[src/rtl/mic1_loader_pkg.sv]
// Shared constants and state encodings for the MIC-1 UART boot loader.
package mic1_loader_pkg;

   localparam logic [7:0] SYNC_BYTE = 8'hA5;

   typedef logic [2:0] ld_state_t;
   localparam ld_state_t LD_SYNC    = 3'd0;
   localparam ld_state_t LD_ADDR_HI = 3'd1;
   localparam ld_state_t LD_ADDR_LO = 3'd2;
   localparam ld_state_t LD_CNT_HI  = 3'd3;
   localparam ld_state_t LD_CNT_LO  = 3'd4;
   localparam ld_state_t LD_DATA    = 3'd5;
   localparam ld_state_t LD_CHK     = 3'd6;

   typedef logic [1:0] rx_state_t;
   localparam rx_state_t RX_IDLE  = 2'd0;
   localparam rx_state_t RX_START = 2'd1;
   localparam rx_state_t RX_DATA  = 2'd2;
   localparam rx_state_t RX_STOP  = 2'd3;

endpackage

[src/rtl/mic1_uart_rx.sv]
// 8N1 UART byte receiver: 2-flop synchroniser, mid-bit sampling, stop-bit framing check.
module mic1_uart_rx #(
   parameter int unsigned CLKS_PER_BIT = 104
) (
   input  logic       CLK,
   input  logic       RESET_N,
   input  logic       RX,
   output logic       byte_valid,
   output logic [7:0] byte_data,
   output logic       frame_err
);
   import mic1_loader_pkg::*;

   localparam int unsigned CW = $clog2(CLKS_PER_BIT);
   localparam logic [CW-1:0] HALF = CW'(CLKS_PER_BIT / 2 - 1);
   localparam logic [CW-1:0] FULL = CW'(CLKS_PER_BIT - 1);

   logic          rx_meta_q, rx_sync_q;
   rx_state_t     state_q, state_d;
   logic [CW-1:0] cnt_q, cnt_d;
   logic [2:0]    bit_q, bit_d;
   logic [7:0]    shift_q, shift_d;
   logic          valid_q, valid_d;
   logic          err_q, err_d;

   always_comb begin
      state_d = state_q;
      cnt_d   = cnt_q;
      bit_d   = bit_q;
      shift_d = shift_q;
      valid_d = 1'b0;
      err_d   = 1'b0;
      case (state_q)
         RX_IDLE: if (!rx_sync_q) begin
            state_d = RX_START;
            cnt_d   = '0;
         end
         // A start bit that is high again at mid-bit was a glitch.
         RX_START: if (cnt_q == HALF) begin
            cnt_d   = '0;
            bit_d   = '0;
            state_d = rx_sync_q ? RX_IDLE : RX_DATA;
         end else cnt_d = cnt_q + 1'b1;
         RX_DATA: if (cnt_q == FULL) begin
            cnt_d   = '0;
            shift_d = {rx_sync_q, shift_q[7:1]};
            if (bit_q == 3'd7) state_d = RX_STOP;
            else bit_d = bit_q + 1'b1;
         end else cnt_d = cnt_q + 1'b1;
         RX_STOP: if (cnt_q == FULL) begin
            state_d = RX_IDLE;
            valid_d = rx_sync_q;
            err_d   = ~rx_sync_q;
         end else cnt_d = cnt_q + 1'b1;
         default: state_d = RX_IDLE;
      endcase
   end

   always_ff @(posedge CLK or negedge RESET_N) begin
      if (!RESET_N) begin
         rx_meta_q <= 1'b1;
         rx_sync_q <= 1'b1;
         state_q   <= RX_IDLE;
         cnt_q     <= '0;
         bit_q     <= '0;
         shift_q   <= '0;
         valid_q   <= 1'b0;
         err_q     <= 1'b0;
      end else begin
         rx_meta_q <= RX;
         rx_sync_q <= rx_meta_q;
         state_q   <= state_d;
         cnt_q     <= cnt_d;
         bit_q     <= bit_d;
         shift_q   <= shift_d;
         valid_q   <= valid_d;
         err_q     <= err_d;
      end
   end

   assign byte_valid = valid_q;
   assign byte_data  = shift_q;
   assign frame_err  = err_q;

endmodule

[src/rtl/mic1_uart_loader.sv]
// UART boot loader: parses sync/addr/count/data/checksum frames and writes words to main memory.
module mic1_uart_loader #(
   parameter int unsigned CLKS_PER_BIT   = 104,
   parameter int unsigned ADDR_WIDTH     = 12,
   parameter int unsigned DATA_WIDTH     = 32,
   parameter int unsigned TIMEOUT_CYCLES = 1_000_000
) (
   input  logic                  CLK,
   input  logic                  RESET_N,
   input  logic                  RX,
   output logic                  mem_we,
   output logic [ADDR_WIDTH-1:0] mem_addr,
   output logic [DATA_WIDTH-1:0] mem_wdata,
   output logic                  cpu_hold,
   output logic                  load_done,
   output logic                  load_error
);
   import mic1_loader_pkg::*;

   localparam int unsigned BYTES = DATA_WIDTH / 8;
   localparam int unsigned BW    = $clog2(BYTES + 1);
   localparam int unsigned TW    = $clog2(TIMEOUT_CYCLES + 1);
   localparam logic [BW-1:0] LAST_BYTE    = BW'(BYTES - 1);
   localparam logic [TW-1:0] TIMEOUT_LAST = TW'(TIMEOUT_CYCLES - 1);

   logic       rx_valid, rx_err;
   logic [7:0] rx_data;

   mic1_uart_rx #(
      .CLKS_PER_BIT(CLKS_PER_BIT)
   ) u_rx (
      .CLK       (CLK),
      .RESET_N   (RESET_N),
      .RX        (RX),
      .byte_valid(rx_valid),
      .byte_data (rx_data),
      .frame_err (rx_err)
   );

   ld_state_t             state_q, state_d;
   logic [7:0]            hi_q, hi_d;
   logic [ADDR_WIDTH-1:0] addr_q, addr_d;
   logic [15:0]           cnt_q, cnt_d;
   logic [BW-1:0]         idx_q, idx_d;
   logic [DATA_WIDTH-1:0] word_q, word_d;
   logic [7:0]            chk_q, chk_d;
   logic [TW-1:0]         timer_q, timer_d;
   logic                  we_q, we_d;
   logic [ADDR_WIDTH-1:0] maddr_q, maddr_d;
   logic [DATA_WIDTH-1:0] wdata_q, wdata_d;
   logic                  hold_q, hold_d;
   logic                  done_q, done_d;
   logic                  err_q, err_d;

   always_comb begin
      state_d = state_q;
      hi_d    = hi_q;
      addr_d  = addr_q;
      cnt_d   = cnt_q;
      idx_d   = idx_q;
      word_d  = word_q;
      chk_d   = chk_q;
      timer_d = (state_q == LD_SYNC) ? '0 : timer_q + 1'b1;
      we_d    = 1'b0;
      maddr_d = maddr_q;
      wdata_d = wdata_q;
      hold_d  = hold_q;
      done_d  = 1'b0;
      err_d   = err_q;
      if (rx_valid) begin
         timer_d = '0;
         if (state_q != LD_SYNC && state_q != LD_CHK) chk_d = chk_q ^ rx_data;
         case (state_q)
            LD_SYNC: if (rx_data == SYNC_BYTE) begin
               state_d = LD_ADDR_HI;
               hold_d  = 1'b1;
               err_d   = 1'b0;
               chk_d   = '0;
            end
            LD_ADDR_HI: begin
               hi_d    = rx_data;
               state_d = LD_ADDR_LO;
            end
            LD_ADDR_LO: begin
               addr_d  = ADDR_WIDTH'({hi_q, rx_data});
               state_d = LD_CNT_HI;
            end
            LD_CNT_HI: begin
               hi_d    = rx_data;
               state_d = LD_CNT_LO;
            end
            LD_CNT_LO: begin
               cnt_d   = {hi_q, rx_data};
               idx_d   = '0;
               state_d = ({hi_q, rx_data} == 16'd0) ? LD_CHK : LD_DATA;
            end
            LD_DATA: begin
               word_d = DATA_WIDTH'({word_q, rx_data});
               if (idx_q == LAST_BYTE) begin
                  idx_d   = '0;
                  we_d    = 1'b1;
                  maddr_d = addr_q;
                  wdata_d = word_d;
                  addr_d  = addr_q + 1'b1;
                  cnt_d   = cnt_q - 1'b1;
                  if (cnt_q == 16'd1) state_d = LD_CHK;
               end else idx_d = idx_q + 1'b1;
            end
            LD_CHK: begin
               state_d = LD_SYNC;
               if (rx_data == chk_q) begin
                  done_d = 1'b1;
                  hold_d = 1'b0;
               end else err_d = 1'b1;
            end
            default: state_d = LD_SYNC;
         endcase
      end else if (state_q != LD_SYNC && (rx_err || timer_q == TIMEOUT_LAST)) begin
         // Words already written stay in memory; the CPU simply stays held.
         err_d   = 1'b1;
         state_d = LD_SYNC;
      end
   end

   always_ff @(posedge CLK or negedge RESET_N) begin
      if (!RESET_N) begin
         state_q <= LD_SYNC;
         hi_q    <= '0;
         addr_q  <= '0;
         cnt_q   <= '0;
         idx_q   <= '0;
         word_q  <= '0;
         chk_q   <= '0;
         timer_q <= '0;
         we_q    <= 1'b0;
         maddr_q <= '0;
         wdata_q <= '0;
         hold_q  <= 1'b1;
         done_q  <= 1'b0;
         err_q   <= 1'b0;
      end else begin
         state_q <= state_d;
         hi_q    <= hi_d;
         addr_q  <= addr_d;
         cnt_q   <= cnt_d;
         idx_q   <= idx_d;
         word_q  <= word_d;
         chk_q   <= chk_d;
         timer_q <= timer_d;
         we_q    <= we_d;
         maddr_q <= maddr_d;
         wdata_q <= wdata_d;
         hold_q  <= hold_d;
         done_q  <= done_d;
         err_q   <= err_d;
      end
   end

   assign mem_we     = we_q;
   assign mem_addr   = maddr_q;
   assign mem_wdata  = wdata_q;
   assign cpu_hold   = hold_q;
   assign load_done  = done_q;
   assign load_error = err_q;

endmodule

[config.mk]
export PLATFORM = sky130hd
export DESIGN_NAME = mic1_uart_loader
export DESIGN_NICKNAME = d
export VERILOG_FILES = /design/src/rtl/mic1_loader_pkg.sv /design/src/rtl/mic1_uart_rx.sv /design/src/rtl/mic1_uart_loader.sv
export SDC_FILE = /design/constraint.sdc
export NUM_CORES = 1
export LEC_CHECK = 0
export CAP_MARGIN = 20
export CORE_MARGIN = 2
export CORE_UTILIZATION = 45
export CTS_BUF_LIST = sky130_fd_sc_hd__clkbuf_4
export DETAILED_ROUTE_END_ITERATION = 7
export HOLD_SLACK_MARGIN = 0.02
export PLACE_DENSITY = 0.72
export SYNTH_ARGS = -nofsm -noshare
export SYNTH_HDL_FRONTEND = slang
export SYNTH_HIERARCHICAL = 1
export SYNTH_SLANG_ARGS = --single-unit
[constraint.sdc]
create_clock -name CLK -period 2.6 [get_ports CLK]
set_clock_uncertainty 0.05 [all_clocks]
set_input_delay 0.26 -clock CLK [delete_from_list [all_inputs] [get_ports CLK]]
set_output_delay 0.26 -clock CLK [all_outputs]
set_load 0.05 [all_outputs]
==> flow_summary_export.csv, run 1 <==
group,metric,value,unit
placement,place_congestion,0.815,
critical_path,cpMaxStageDelayCell,"sky130_fd_sc_hd__clkdlybuf4s50_1",
sta,setup_violations,0,
synth,synth_largest_type_area_fraction,51.5,%
critical_path,timing.reg2reg.setup_slack,0.50,ns
route,post_drt_wl_per_cell,15.4,um
worst_hold_path,worstHoldPathType,"primary input to async pin",
route,detail_route.iter0.violations,360,
pwr,ir_drop,0.000307,V
die,core-area,17200,sq um
cts,clock-root-buffer,"sky130_fd_sc_hd__clkbuf_4",
sta,unrepaired_setup_endpoints_after_global_routing,"no",
sta,max_freq,0.455,GHz
critical_path,largest_driver_fanout_on_the_critical_path,2,
sta,period_utilisation_layout,84.6,%
critical_path,path_depth,1,
die,placementRows,48,
die,design.die.area,18700,sq um
synth,synth.avg_cell_area,10.9,sq um
synth,ys.warnings.count,6,
synth,post_synth_instance_area,7920,sq um
sta,layout_min_cycle_time,2.20,ns
synth,synth_top_area_cell,"sky130_fd_sc_hd__dfrtp_1",
placement,dp_hpwl,10.3,mm
synth,synth_top_family_by_area,"simple AND/OR/NAND/NOR gates",
synth,yosysSeqAreaShare,52.5,%
cts,cts_made_buffers,17,
synth,share_of_cell_area_taken_by_muxes_after_synthesis,11.0,%
placement,dp_cells,977,
cells_and_area,filler_cell_count,1560,
critical_path,worst-path-buf-inv,1,
sta,worst_slew_pin_slew,0.725,ns
die,initial_core_util,45.9,%
critical_path,worst_r2r_endpoint,"cnt_q[10]$_DFFE_PN0P_",
global_route,grt_max_degree,56,
critical_path,r2r-start,"cnt_q[4]$_DFFE_PN0P_",
route,via_count,5446,
cts,post_cts.repair.setup_buffers,0,
cts,cts_buffer_depth,2,
synth,dominantRegCellSynth,"sky130_fd_sc_hd__dfrtp_1",
die,die_y,137,um
synth,synth_cells,728,
route,post-route-drc-count,0,
cts,clock_tree_from_tritoncts,"yes",
synth,synth.most_common_cell,"sky130_fd_sc_hd__dfrtp_1",
cts,cts.sink_count,166,
die,io_pins,51,
critical_path,critical-path-top-delay-family,"buffers and inverters",
route,postRouteWirelength,15.5,mm
die,die_w,137,um
sta,postLayoutSetupSlackWorst,0.401,ns
synth,synthDistinctLibCells,78,
global_route,total_congestion_overflow_after_global_routing,0,
synth,synth.ff_latch_count,166,
cts,worst_setup_hold_path_clk_slew,0.15,ns
route,ant_nets,0,
cells_and_area,flow.area_growth_from_synthesis,13.2,%
synth,share_of_synthesized_cell_area_in_and_or_nand_and_nor_gates,17.3,%
cts,clock_tree.htree_level_count,4,
global_route,grt_pass1_vias,5347,
outcome,run_status,"finished clean",
synth,synth-edff-count,0,
critical_path,worstPathRequired,2.29,ns
placement,numPortBuffers,50,
critical_path,timing_worst_setup_path_type,"flop to output port",
synth,yosys.area_share.xor_xnor,4.09,%
pwr,power-per-cell-area,461,nW/um^2
cells_and_area,finish.cell_count_without_fillers,1012,
cts,cts.repair.resized,0,
global_route,globalRouteTotalUtil,18.2,%
route,routed_via_density,5.38,
pwr,p_leak,4.24,nW
critical_path,worst_ep_arrival_time,1.89,ns
sta,timing.setup.tns,0,ns
cts,clock_latency_late_sink,0.55,ns
critical_path,worst_r2r_path_depth,5,
global_route,grt_first_pass_wirelength,26.9,mm
sta,timing.slew.headroom,51.2,%
synth,synth_common_cells,"163 x sky130_fd_sc_hd__dfrtp_1, 97 x sky130_fd_sc_hd__nand2_1, 63 x sky130_fd_sc_hd__nor2_1",
critical_path,cp-start-kind,"flop",
synth,async_reset_ff_share,100,%
critical_path,crit_path_start,"cpu_hold$_DFFE_PN1P_",
placement,place_worst_setup_slack,0.535,ns
cells_and_area,fraction_of_layout_cells_with_a_size_suffix_above_1,18.7,%
synth,synth_top_cells_by_area,"sky130_fd_sc_hd__dfrtp_1 52%, sky130_fd_sc_hd__mux2_2 8.7%, sky130_fd_sc_hd__nand2_1 4.6%, sky130_fd_sc_hd__xor2_1 3.3%, sky130_fd_sc_hd__nor2_1 3.0%",
synth,syn_nets,740,
critical_path,timing.critical_path.cells,"clkdlybuf4s50_1",
flow_run,cap_violations,0,
global_route,antenna_violations_before_repair,1,
synth,synth_fa_ha_area_share,1.42,%
route,first_pass_iters,4,
critical_path,element_type_at_the_critical_path_end,"output port",
cells_and_area,layout.nets,785,
sta,timing.final.max_slew_violations,0,
synth,synth_compound_gate_area_share,10.6,%
sta,timing.final.hold_violations,0,
critical_path,critical_path.max_stage_delay,0.79,ns
## power by group
| group | internal (mW) | leakage (nW) | switching [mW] |
|---|---|---|---|
| combinational | 0.0121 | 1.80 | 0.0507 |
| sequential | 2.59 | 2.29 | 0.00135 |
| clock | 0.515 | 0.147 | 0.969 |
| total | 3.11 | 4.24 | 1.02 |
## cells in the final DEF, fill, tap and decap left out, drive strengths merged, types with 9 or more instances in the layout
cell type,n
nand2,97
buf,18
a21oi,32
ha,9
inv,17
mux2,72
clkbuf,18
nand4,10
o21ai,36
xor2,30
clkdlybuf4s50,49
nor2,64
nor4,9
nand3,22
nor3,15
dfrtp,163
## stage by stage
step                      hold slack (ns)  util [%]  cell area [sq um]  power, mW
after floorplan                   -0.0856         -               7920       2.64
after global placement              0.204      50.3               8660       2.70
after detailed placement            0.198      50.3               8660       2.70
after CTS                           0.123      52.0               8960       4.19
after global routing                0.152      52.0               8960       4.31
final                               0.144      52.0               8960       4.13
## state kept, by name, indices dropped and copies added (netlist names), 7 cells and up, named ones only
| name | flops |
|---|---|
| u_rx/byte_data | 8 |
| mem_addr | 12 |
| timer_q | 20 |
| u_rx/cnt_q | 7 |
| chk_q | 8 |
| addr_q | 12 |
| mem_wdata | 32 |
| cnt_q | 16 |
| word_q | 24 |
| hi_q | 8 |
## timing repair
action / 4_1_cts / 5_1_grt
hold buffers: 2 / 0
endpoints found under the hold margin: 135 / 0
setup endpoints to repair: 0 / 0
## logic make-up (layout without fill, tap and decap cells)
group                    after synthesis  in the layout
AND/OR/NAND/NOR                      264            264
flip-flops                           166            166
AO/OA/AOI/OAI                        123            123
multiplexers                          75             75
buffers and inverters                 54            112
XOR/XNOR                              37             37
adder cells (fa/ha/maj)                9              9
other                                  0              1
## how the worst max path moves through the flow
stage / endpoint / slack (ns)
floorplan: cnt_q[11]$_DFFE_PN0P_ / 0.68
global placement: cnt_q[15]$_DFFE_PN0P_ / 0.56
detailed placement: cnt_q[10]$_DFFE_PN0P_ / 0.53
CTS: cpu_hold / 0.35
global route: cnt_q[10]$_DFFE_PN0P_ / 0.30
finish: cpu_hold / 0.40
## final cells by class
type | instances | area [sq um] | share of cell area, %
sequential | 166 | 4160 | 46.4
multi-input combinational | 508 | 3520 | 39.2
timing repair buffer | 69 | 687 | 7.66
tap | 225 | 282 | 3.14
clock inverter | 14 | 143 | 1.59
clock buffer | 18 | 135 | 1.51
inverter | 11 | 41.3 | 0.461
antenna | 1 | 2.50 | 0.0279
## routing by layer
layer	GRT usage (%)	up-vias	share of wire [%]
li1	-	2648	-
met1	25.6	2682	48
met2	28.8	101	47
met3	3.59	15	3.6
met4	5.15	0	1.1
met5	0	-	0
No activity file was read; power rests on OpenSTA's default activity.
==> run 2: changes to the inputs <==
- PLACE_DENSITY: 0.72 -> 0.75
- clock period: 2.6 -> 1.86 ns (I/O delays scaled with it)
==> run 2 against run 1 <==
Compared with the run above:
- the run now ends with negative setup slack left
- hold slack got worse by 0.036 ns
- flip-flop and latch count stayed put
- routed wire length is 6.9% higher
- via count increased by 5.9%
- sequential power up 40%
- sequential share of layout area shrank 3.0 points
- final area is 6.9% higher
- non-clock buffer count rose by 61
- first-iteration DRC count is 9.4% lower
- clock power is 55% higher
- core utilization rose by 3.6 points
- critical path depth grew 4
- critical endpoint is now cnt_q[11]$_DFFE_PN0P_
- highest routed layer unchanged
==> flow_summary_export.csv, run 2 (synthesized netlist as in run 1, its figures left out) <==
group,metric,value,unit
critical_path,critical_path.max_stage_delay,0.54,ns
route,ant_nets,0,
critical_path,path_depth,5,
worst_hold_path,worstHoldPathType,"primary input to async pin",
sta,timing.slew.headroom,60.1,%
route,first_pass_iters,5,
critical_path,element_type_at_the_critical_path_end,"flop",
cells_and_area,filler_cell_count,1446,
route,postRouteWirelength,16.6,mm
cells_and_area,max_reg_flops,32,
placement,numPortBuffers,50,
placement,placedInstanceArea,9110,sq um
critical_path,cpMaxStageDelayCell,"sky130_fd_sc_hd__or4_4",
die,core-area,17200,sq um
critical_path,timing_worst_setup_path_type,"flop to flop",
die,placementRows,48,
critical_path,worstPathRequired,2.29,ns
route,wirelength_met1,7.40,mm
global_route,grt_max_degree,48,
route,dr_wl_met2,8.24,mm
die,initial_core_util,45.9,%
sta,period_utilisation_layout,104,%
global_route,total_congestion_overflow_after_global_routing,0,
die,die_y,137,um
outcome,run_status,"complete, but fails checks",
cts,cts_buffer_depth,2,
critical_path,cp-start-kind,"flop",
sta,worst_slew_pin_slew,0.599,ns
sta,max_freq,0.515,GHz
global_route,antenna_violations_before_repair,1,
cts,clock_tree.htree_level_count,4,
sta,unrepaired_setup_endpoints_after_global_routing,"yes",
critical_path,critPathMostFrequentCell,"sky130_fd_sc_hd__or4_4",
route,topRoutingLayerUsed,"met4",
critical_path,worst_ep_arrival_time,2.37,ns
die,design.die.area,18700,sq um
route,met3RoutedLength,662,um
critical_path,worst_r2r_path_depth,5,
route,post-route-drc-count,0,
cts,worst_setup_hold_path_clk_slew,0.17,ns
route,detail_route.iter0.violations,326,
critical_path,timing.reg2reg.setup_slack,-0.08,ns
cts,clock-root-buffer,"sky130_fd_sc_hd__clkbuf_4",
critical_path,largest_driver_fanout_on_the_critical_path,4,
critical_path,worst-path-buf-inv,0,
critical_path,critical-path-top-delay-family,"simple AND/OR/NAND/NOR gates",
global_route,grt_first_pass_wirelength,27.6,mm
route,routed_via_density,5.38,
cells_and_area,flow.area_growth_from_synthesis,21.0,%
sta,timing.final.max_slew_violations,0,
outcome,failed_checks,"negative setup slack",
cts,cts_made_buffers,17,
sta,setup_violations,8,
cts,clock_tree_from_tritoncts,"yes",
pwr,p_leak,4.85,nW
pwr,totalPowerFinal,6.02,mW
cells_and_area,layout_common_cells,"162 x sky130_fd_sc_hd__dfrtp_1, 96 x sky130_fd_sc_hd__nand2_1, 69 x sky130_fd_sc_hd__buf_4, 63 x sky130_fd_sc_hd__nor2_1, 61 x sky130_fd_sc_hd__mux2_2",
cts,clock_latency_late_sink,0.58,ns
critical_path,r2r-start,"cnt_q[3]$_DFFE_PN0P_",
global_route,grt_pass1_vias,5564,
critical_path,worst_r2r_endpoint,"cnt_q[11]$_DFFE_PN0P_",
global_route,globalRouteTotalUtil,18.9,%
sta,timing.final.hold_violations,0,
sta,layout_min_cycle_time,1.94,ns
pwr,ir_drop,0.000400,V
critical_path,timing.critical_path.cells,"or4_4 -> or4_4 -> nor3_2 -> o21ai_1 -> o2bb2ai_1",
die,io_pins,51,
cells_and_area,layout.nets,846,
placement,place_worst_setup_slack,-0.146,ns
cells_and_area,layout.cells.most_common,"sky130_fd_sc_hd__dfrtp_1",
route,post_drt_wl_per_cell,15.5,um
cells_and_area,fraction_of_layout_cells_with_a_size_suffix_above_1,27.0,%
sta,postLayoutSetupSlackWorst,-0.0817,ns
cts,cts.sink_count,166,
flow_run,cap_violations,0,
route,via_count,5769,
cells_and_area,fin_area,9580,sq um
pwr,power-per-cell-area,628,nW/um^2
die,die_w,137,um
placement,dp_hpwl,11.0,mm
placement,place_congestion,0.839,
[run 2: changes by cell type in the layout (fill, tap and decap cells not counted), moves of 3 or more]
cell,change
sky130_fd_sc_hd__buf_12,+3
sky130_fd_sc_hd__buf_4,+55
sky130_fd_sc_hd__buf_6,+4
sky130_fd_sc_hd__clkdlybuf4s50_1,-48
sky130_fd_sc_hd__clkinv_8,+6
sky130_fd_sc_hd__dlygate4sd2_1,+47
[run 2: metrics by stage]
| step | util [%] | setup TNS, ns | instances | hold WS, ns |
|---|---|---|---|---|
| final | 55.6 | -0.507 | 1073 | 0.108 |
| after detailed placement | 52.8 | -0.684 | 1032 | 0.0806 |
| after floorplan | - | -0.202 | 728 | -0.160 |
| after global routing | 55.6 | -1.17 | 1073 | 0.0936 |
| after CTS | 54.9 | -0.497 | 1069 | 0.0589 |
| after global placement | 52.8 | -0.320 | 1032 | 0.0816 |
[run 2: tightest hold or removal path, delay by kind of cell]
kind | cells | cell delay (ns)
buf+inv | 3 | 0.96
[run 2: cell type report]
class                      instances  area [sq um]  share of cell area (%)
antenna                            1          2.50                  0.0261
clock buffer                      17           128                    1.33
clock inverter                    15           209                    2.18
inverter                          11          41.3                   0.431
multi-input combinational        508          3620                    37.8
sequential                       166          4160                    43.4
tap                              225           282                    2.94
timing repair buffer             130          1140                    11.9
[run 2: routing by layer]
metal	global-route usage, %	vias to the layer above
li1	-	2774
met1	24.9	2827
met2	30.8	137
met3	3.63	31
met4	7.81	0
met5	0	-
[run 2: worst max path at each step]
stage                                     from                     end  slack (ns)
after floorplan           cnt_q[4]$_DFFE_PN0P_   cnt_q[14]$_DFFE_PN0P_       -0.03
after global placement    cnt_q[9]$_DFFE_PN0P_  state_q[2]$_DFFE_PN0P_       -0.11
after detailed placement  cnt_q[9]$_DFFE_PN0P_  state_q[2]$_DFFE_PN0P_       -0.15
after CTS                 cnt_q[6]$_DFFE_PN0P_   cnt_q[11]$_DFFE_PN0P_       -0.09
after global routing      cnt_q[6]$_DFFE_PN0P_  state_q[0]$_DFFE_PN0P_       -0.15
final                     cnt_q[3]$_DFFE_PN0P_   cnt_q[11]$_DFFE_PN0P_       -0.08
[run 2: repair_timing]
action,CTS,global route
setup buffers,2,3
hold buffers,3,0
gates resized for setup,53,21
pin swaps,9,8
setup endpoints to repair,56,34
hold endpoints to repair,166,0
[run 2: where the power goes]
group | switching, mW | internal, mW
clock network | 1.53 | 0.776
registers | 0.00240 | 3.61
logic | 0.0750 | 0.0230
total | 1.60 | 4.41
==> run 3: changes to the inputs <==
- RECOVER_POWER: unset -> 50
==> run 3 against run 2 <==
Compared with the run above:
- the run still ends with negative setup slack left
- count of clock-buffer cells in the layout stayed put
- clock power hardly changed
- flip-flop and latch count stayed put
- final area is 1.0% lower
- sequential power hardly changed
- routed wire length is 0.37% lower
- power is 0.47% lower
- first-iteration DRC count is 0.92% lower
- via count is 0.62% higher
- largest power group unchanged
- worst setup slack worse by 0.0046 ns
- combinational power is 18% lower
- global-route usage stayed put
- highest routed layer unchanged
==> flow_summary_export.csv, run 3 (synthesized netlist as in run 1, its figures left out) <==
group,metric,value,unit
global_route,antenna_violations_before_repair,1,
cts,clock_tree.htree_level_count,4,
cells_and_area,flow.area_growth_from_synthesis,19.8,%
critical_path,element_type_at_the_critical_path_end,"flop",
route,detail_route.iter0.violations,323,
cts,cts_buffer_depth,2,
sta,period_utilisation_layout,105,%
route,routed_via_density,5.41,
sta,timing.slew.headroom,23.4,%
cts,worst_setup_hold_path_clk_slew,0.15,ns
global_route,met2_usage,30.8,%
cts,clock_tree_from_tritoncts,"yes",
global_route,grt_pass1_vias,5564,
outcome,run_status,"complete, but fails checks",
sta,unrepaired_setup_endpoints_after_global_routing,"yes",
cells_and_area,fin_area,9480,sq um
cells_and_area,layout.nets,846,
critical_path,cp-start-kind,"flop",
pwr,power-per-cell-area,632,nW/um^2
die,die_y,137,um
critical_path,timing.reg2reg.setup_slack,-0.09,ns
sta,timing.final.hold_violations,0,
pwr,intPower,4.40,mW
worst_hold_path,min_path_cells,0,
cts,clock-root-buffer,"sky130_fd_sc_hd__clkbuf_4",
pwr,ir_drop,0.000400,V
pwr,total_switching_power,1.59,mW
cells_and_area,post_layout_utilization_of_the_core,55.0,%
sta,postLayoutSetupSlackWorst,-0.0864,ns
critical_path,worstPathRequired,2.29,ns
die,io_pins,51,
placement,dp_hpwl,11.0,mm
cells_and_area,fraction_of_layout_cells_with_a_size_suffix_above_1,26.1,%
pwr,p_sw_share,26.6,%
route,first_pass_iters,5,
cts,clock_latency_late_sink,0.58,ns
global_route,grt-busiest-layer,"met2",
placement,place_congestion,0.839,
pwr,clkPwrFrac,38.3,%
route,postRouteWirelength,16.6,mm
global_route,grt_max_degree,48,
sta,setup_violations,12,
global_route,globalRouteMet1Util,24.9,%
sta,max_freq,0.514,GHz
die,design.die.area,18700,sq um
critical_path,largest_driver_fanout_on_the_critical_path,4,
die,die_w,137,um
die,placementRows,48,
outcome,failed_checks,"negative setup slack",
cells_and_area,layout_common_cells,"163 x sky130_fd_sc_hd__dfrtp_1, 97 x sky130_fd_sc_hd__nand2_1, 66 x sky130_fd_sc_hd__buf_4, 63 x sky130_fd_sc_hd__nor2_1, 61 x sky130_fd_sc_hd__mux2_2",
pwr,p_leak,4.82,nW
route,post_drt_wl_per_cell,15.4,um
die,initial_core_util,45.9,%
critical_path,worst_r2r_path_depth,5,
sta,timing.setup.tns,-0.574,ns
route,ant_nets,0,
sta,timing.final.max_slew_violations,0,
global_route,grt_first_pass_wirelength,27.6,mm
cells_and_area,layout.cells.most_common,"sky130_fd_sc_hd__dfrtp_1",
route,post-route-drc-count,0,
critical_path,worst_r2r_endpoint,"cnt_q[11]$_DFFE_PN0P_",
route,via_count,5805,
cts,cts_made_buffers,17,
global_route,use_met3,3.63,%
critical_path,r2r-start,"cnt_q[3]$_DFFE_PN0P_",
sta,layout_min_cycle_time,1.95,ns
cells_and_area,max_reg_flops,32,
placement,placedInstanceArea,9110,sq um
global_route,globalRouteTotalUtil,18.9,%
flow_run,cap_violations,0,
global_route,total_congestion_overflow_after_global_routing,0,
placement,place_worst_setup_slack,-0.146,ns
critical_path,timing_worst_setup_path_type,"flop to flop",
placement,numPortBuffers,50,
pwr,seq_power_share,60.4,%
worst_hold_path,worst_hold_path.endpoint,"u_rx/rx_sync_q$_DFF_PN1_",
critical_path,worst_ep_arrival_time,2.38,ns
sta,worst_slew_pin_slew,1.15,ns
worst_hold_path,hold_start,"u_rx/rx_meta_q$_DFF_PN1_",
cts,cts.sink_count,166,
pwr,power.combinational.fraction,1.3,%
worst_hold_path,worstHoldPathType,"flop to flop",
die,core-area,17200,sq um
-- run 3: cell count changes in the layout (fill, tap and decap cells not counted), moves of 3 or more --
cell	change
sky130_fd_sc_hd__buf_4	-3
sky130_fd_sc_hd__clkbuf_2	+4
sky130_fd_sc_hd__clkbuf_1	+3
sky130_fd_sc_hd__buf_12	-4
-- run 3: metal layers --
metal,part of all wire (%),up-vias
met5,0,-
met4,2.0,0
met3,3.2,32
met2,50,121
met1,45,2866
li1,-,2786
-- run 3: power by group through the flow --
stage	combinational, mW	sequential [mW]	clock, mW
2_1_floorplan	0.00166	3.68	0
3_3_place_gp	0.0922	3.68	0
3_5_place_dp	0.0934	3.68	0
4_1_cts	0.104	3.62	2.37
5_1_grt	0.0975	3.62	2.52
6_report	0.0803	3.62	2.29
-- run 3: what timing repair did --
item,in CTS,in global routing
hold buffers,3,0
endpoints found under the hold margin,166,0
buffers inserted,2,3
pin swaps,9,8
setup endpoints to repair,56,34
gates cloned,0,0
resized for setup,53,21
-- run 3: metrics by stage --
step,hold WS [ns],std cells,power [mW]
finish,0.320,1073,5.99
floorplan,-0.160,728,3.69
CTS,0.0589,1069,6.09
detailed placement,0.0806,1032,3.78
global placement,0.0816,1032,3.78
global route,0.326,1073,6.24
-- run 3: layout make-up --
| cell class | count | area [sq um] |
|---|---|---|
| clock inverters | 15 | 209 |
| multi-input cells | 508 | 3600 |
| flip-flops and latches | 166 | 4160 |
| inverters | 11 | 41.3 |
| clock buffers | 17 | 128 |
| well taps | 225 | 282 |
| fillers | 1464 | 7750 |
| repair buffers | 130 | 1060 |
| diodes | 1 | 2.50 |
-- run 3: how the worst max path moves through the flow --
stage / start / to / slack [ns] / depth (start not counted)
final: cnt_q[3]$_DFFE_PN0P_ / cnt_q[11]$_DFFE_PN0P_ / -0.09 / 5
after floorplan: cnt_q[4]$_DFFE_PN0P_ / cnt_q[14]$_DFFE_PN0P_ / -0.03 / 6
after global placement: cnt_q[9]$_DFFE_PN0P_ / state_q[2]$_DFFE_PN0P_ / -0.11 / 5
after CTS: cnt_q[6]$_DFFE_PN0P_ / cnt_q[11]$_DFFE_PN0P_ / -0.09 / 5
after detailed placement: cnt_q[9]$_DFFE_PN0P_ / state_q[2]$_DFFE_PN0P_ / -0.15 / 5
after global routing: cnt_q[6]$_DFFE_PN0P_ / state_q[0]$_DFFE_PN0P_ / -0.15 / 5
-- run 3: worst max-delay path: stages (launching register included) --
cell and delay, ns:
sky130_fd_sc_hd__dfrtp_1 0.42, sky130_fd_sc_hd__or4_4 0.54, sky130_fd_sc_hd__or4_4 0.52, sky130_fd_sc_hd__nor3_2 0.14, sky130_fd_sc_hd__o21ai_1 0.08, sky130_fd_sc_hd__o2bb2ai_1 0.12
==> edit, RTL diff (settings of run 2) <==
Add an input register stage for `RX`, without a reset; this delays it by one clock.
--- a/src/rtl/mic1_uart_loader.sv
+++ b/src/rtl/mic1_uart_loader.sv
@@ -24,4 +24,10 @@
    localparam logic [TW-1:0] TIMEOUT_LAST = TW'(TIMEOUT_CYCLES - 1);
 
+   logic RX_q;
+
+   always_ff @(posedge CLK) begin
+      RX_q <= RX;
+   end
+
    logic       rx_valid, rx_err;
    logic [7:0] rx_data;
@@ -32,5 +38,5 @@
       .CLK       (CLK),
       .RESET_N   (RESET_N),
-      .RX        (RX),
+      .RX        (RX_q),
       .byte_valid(rx_valid),
       .byte_data (rx_data),
Formal check against the unedited RTL: no difference found for any inputs over 10 cycles, from zero or initial values and one cycle with RESET_N low; that may be too few to reach the edited logic, so the function may still have changed.
==> edit against run 2 <==
The run still ends with negative setup slack left. Setup slack lost 0.019 ns. Routed wire length shrank 2.7%. Synthesized area is 1.5% lower. Power down 2.5%. Via count shrank 0.57%. Final area shrank 2.1%. Sequential cell count grew 1. Global-route usage barely moved. Count of clock-buffer cells in the layout stayed put. Critical path type unchanged. Largest power group unchanged.
==> edit: results (changes against run 2) <==
Power
The total power per unit cell area was 625 nW/um^2 (-0.48%). The leakage power is 4.77 nW (-1.7%). The worst supply voltage drop on vdd is 0.000370 V (-7.4%).

Placement
The placed cell area is 8930 um^2 (-1.9%). The number of placed instances with taps included came to 1035 (+0.29%). The worst slack at placement is -0.136 ns (+0.00936 ns). The post-detailed-placement half-perimeter wirelength was 10700 um (-2.6%).

Layout
The filler cell count came to 1518 (+5.0%). The non-clock buffer count in the final layout is 124 (-4.6%). The number of multi-input combinational cells is 513 (+0.98%).

The non-filler instance count after layout is 1077 (+0.37%). The area of combinational cells with multiple inputs came to 3460 um^2 (-4.6%). The share of the core filled with cells in the final layout is 54.8% (-0.76 points). The sequential share of cell area is 44.5% (+1.1 points). The fraction of cell area in non-clock buffers is 11.7% (-0.13 points). The layout cell share with drive strength beyond 1 is 24.9% (-2.1 points). The number of ordinary inverters in the final layout is 15 (+4). The net total in the final layout came to 850 (+0.47%).

Timing
The smallest setup slack after layout is -0.101 ns (-0.0189 ns). The final-layout setup total negative slack was -0.361 ns (+0.146 ns). The actual slew at the worst max-slew pin was 0.501 ns (-0.0978 ns). The final-report setup violation count is 6 (-2).

Synth
The complex-gate fraction of the synthesized area was 9.93% (-0.63 points). The part of the Yosys area used for sequential elements is 53.6% (+1.0 points). By area the synthesized netlist is led by dfrtp_1 52%, mux2_2 9.8%, nand2_1 5.1%, xor2_1 3.3%, nor2_1 3.2%.

The post-synthesis share of cell area spent on full adders, half adders and majority gates came to 1.44% (+0.021 points). The async set or reset register ratio after synthesis is 99.4% (-0.60 points). The gate count of the mapped netlist is 738 (+1.4%).

Drt
The via count of the routed design is 5736 (-0.57%). The sum of routed wire length over all layers is 16200 um (-2.7%). The number of optimization iterations in the first detailed-route pass was 4 (-1). The initial DRC count is 234 (-28%). The length of routed wiring on met1 is 7380 um (-0.20%).

GRT
The met1 capacity usage during global routing was 24.6% (-0.29 points). The first-pass GRT wire length came to 27400 um (-0.62%). The met3 track utilization from global routing is 3.74% (+0.11 points). The number of global-route vias before repair is 5579 (+0.27%). The met2 routing resource usage after global routing is 31.2% (+0.45 points).

The largest net degree at the start of global routing is 52 (+8.3%).

Outcome
The checks that failed: negative setup slack. The run finished, with violations left.

CTS
The buffers inserted during post-CTS setup optimization came to 3 (+1). The clock net sink count is 167 (+0.60%). The number of gates resized after cts was 59 (+11%).

Critical path
In this run the critical register-to-register path is launched from cnt_q[6]$_DFFE_PN0P_.
-- edit: worst max-delay path by stage --
stage                         startpoint                     end  cells after the start
finish              cnt_q[6]$_DFFE_PN0P_  state_q[0]$_DFFE_PN0P_                      5
global route        cnt_q[6]$_DFFE_PN0P_  state_q[0]$_DFFE_PN0P_                      5
CTS                 cnt_q[6]$_DFFE_PN0P_  state_q[0]$_DFFE_PN0P_                      5
detailed placement  cnt_q[9]$_DFFE_PN0P_   cnt_q[14]$_DFFE_PN0P_                      5
global placement    cnt_q[9]$_DFFE_PN0P_   cnt_q[13]$_DFFE_PN0P_                      5
floorplan           cnt_q[4]$_DFFE_PN0P_   cnt_q[14]$_DFFE_PN0P_                      6
-- edit: worst reg2reg max path: stages, from the launching register on --
cell and delay [ns]:
dfrtp_1 0.41, or4_4 0.56, nor3_2 0.20, a31o_1 0.22, nand3_2 0.12, mux2_4 0.32
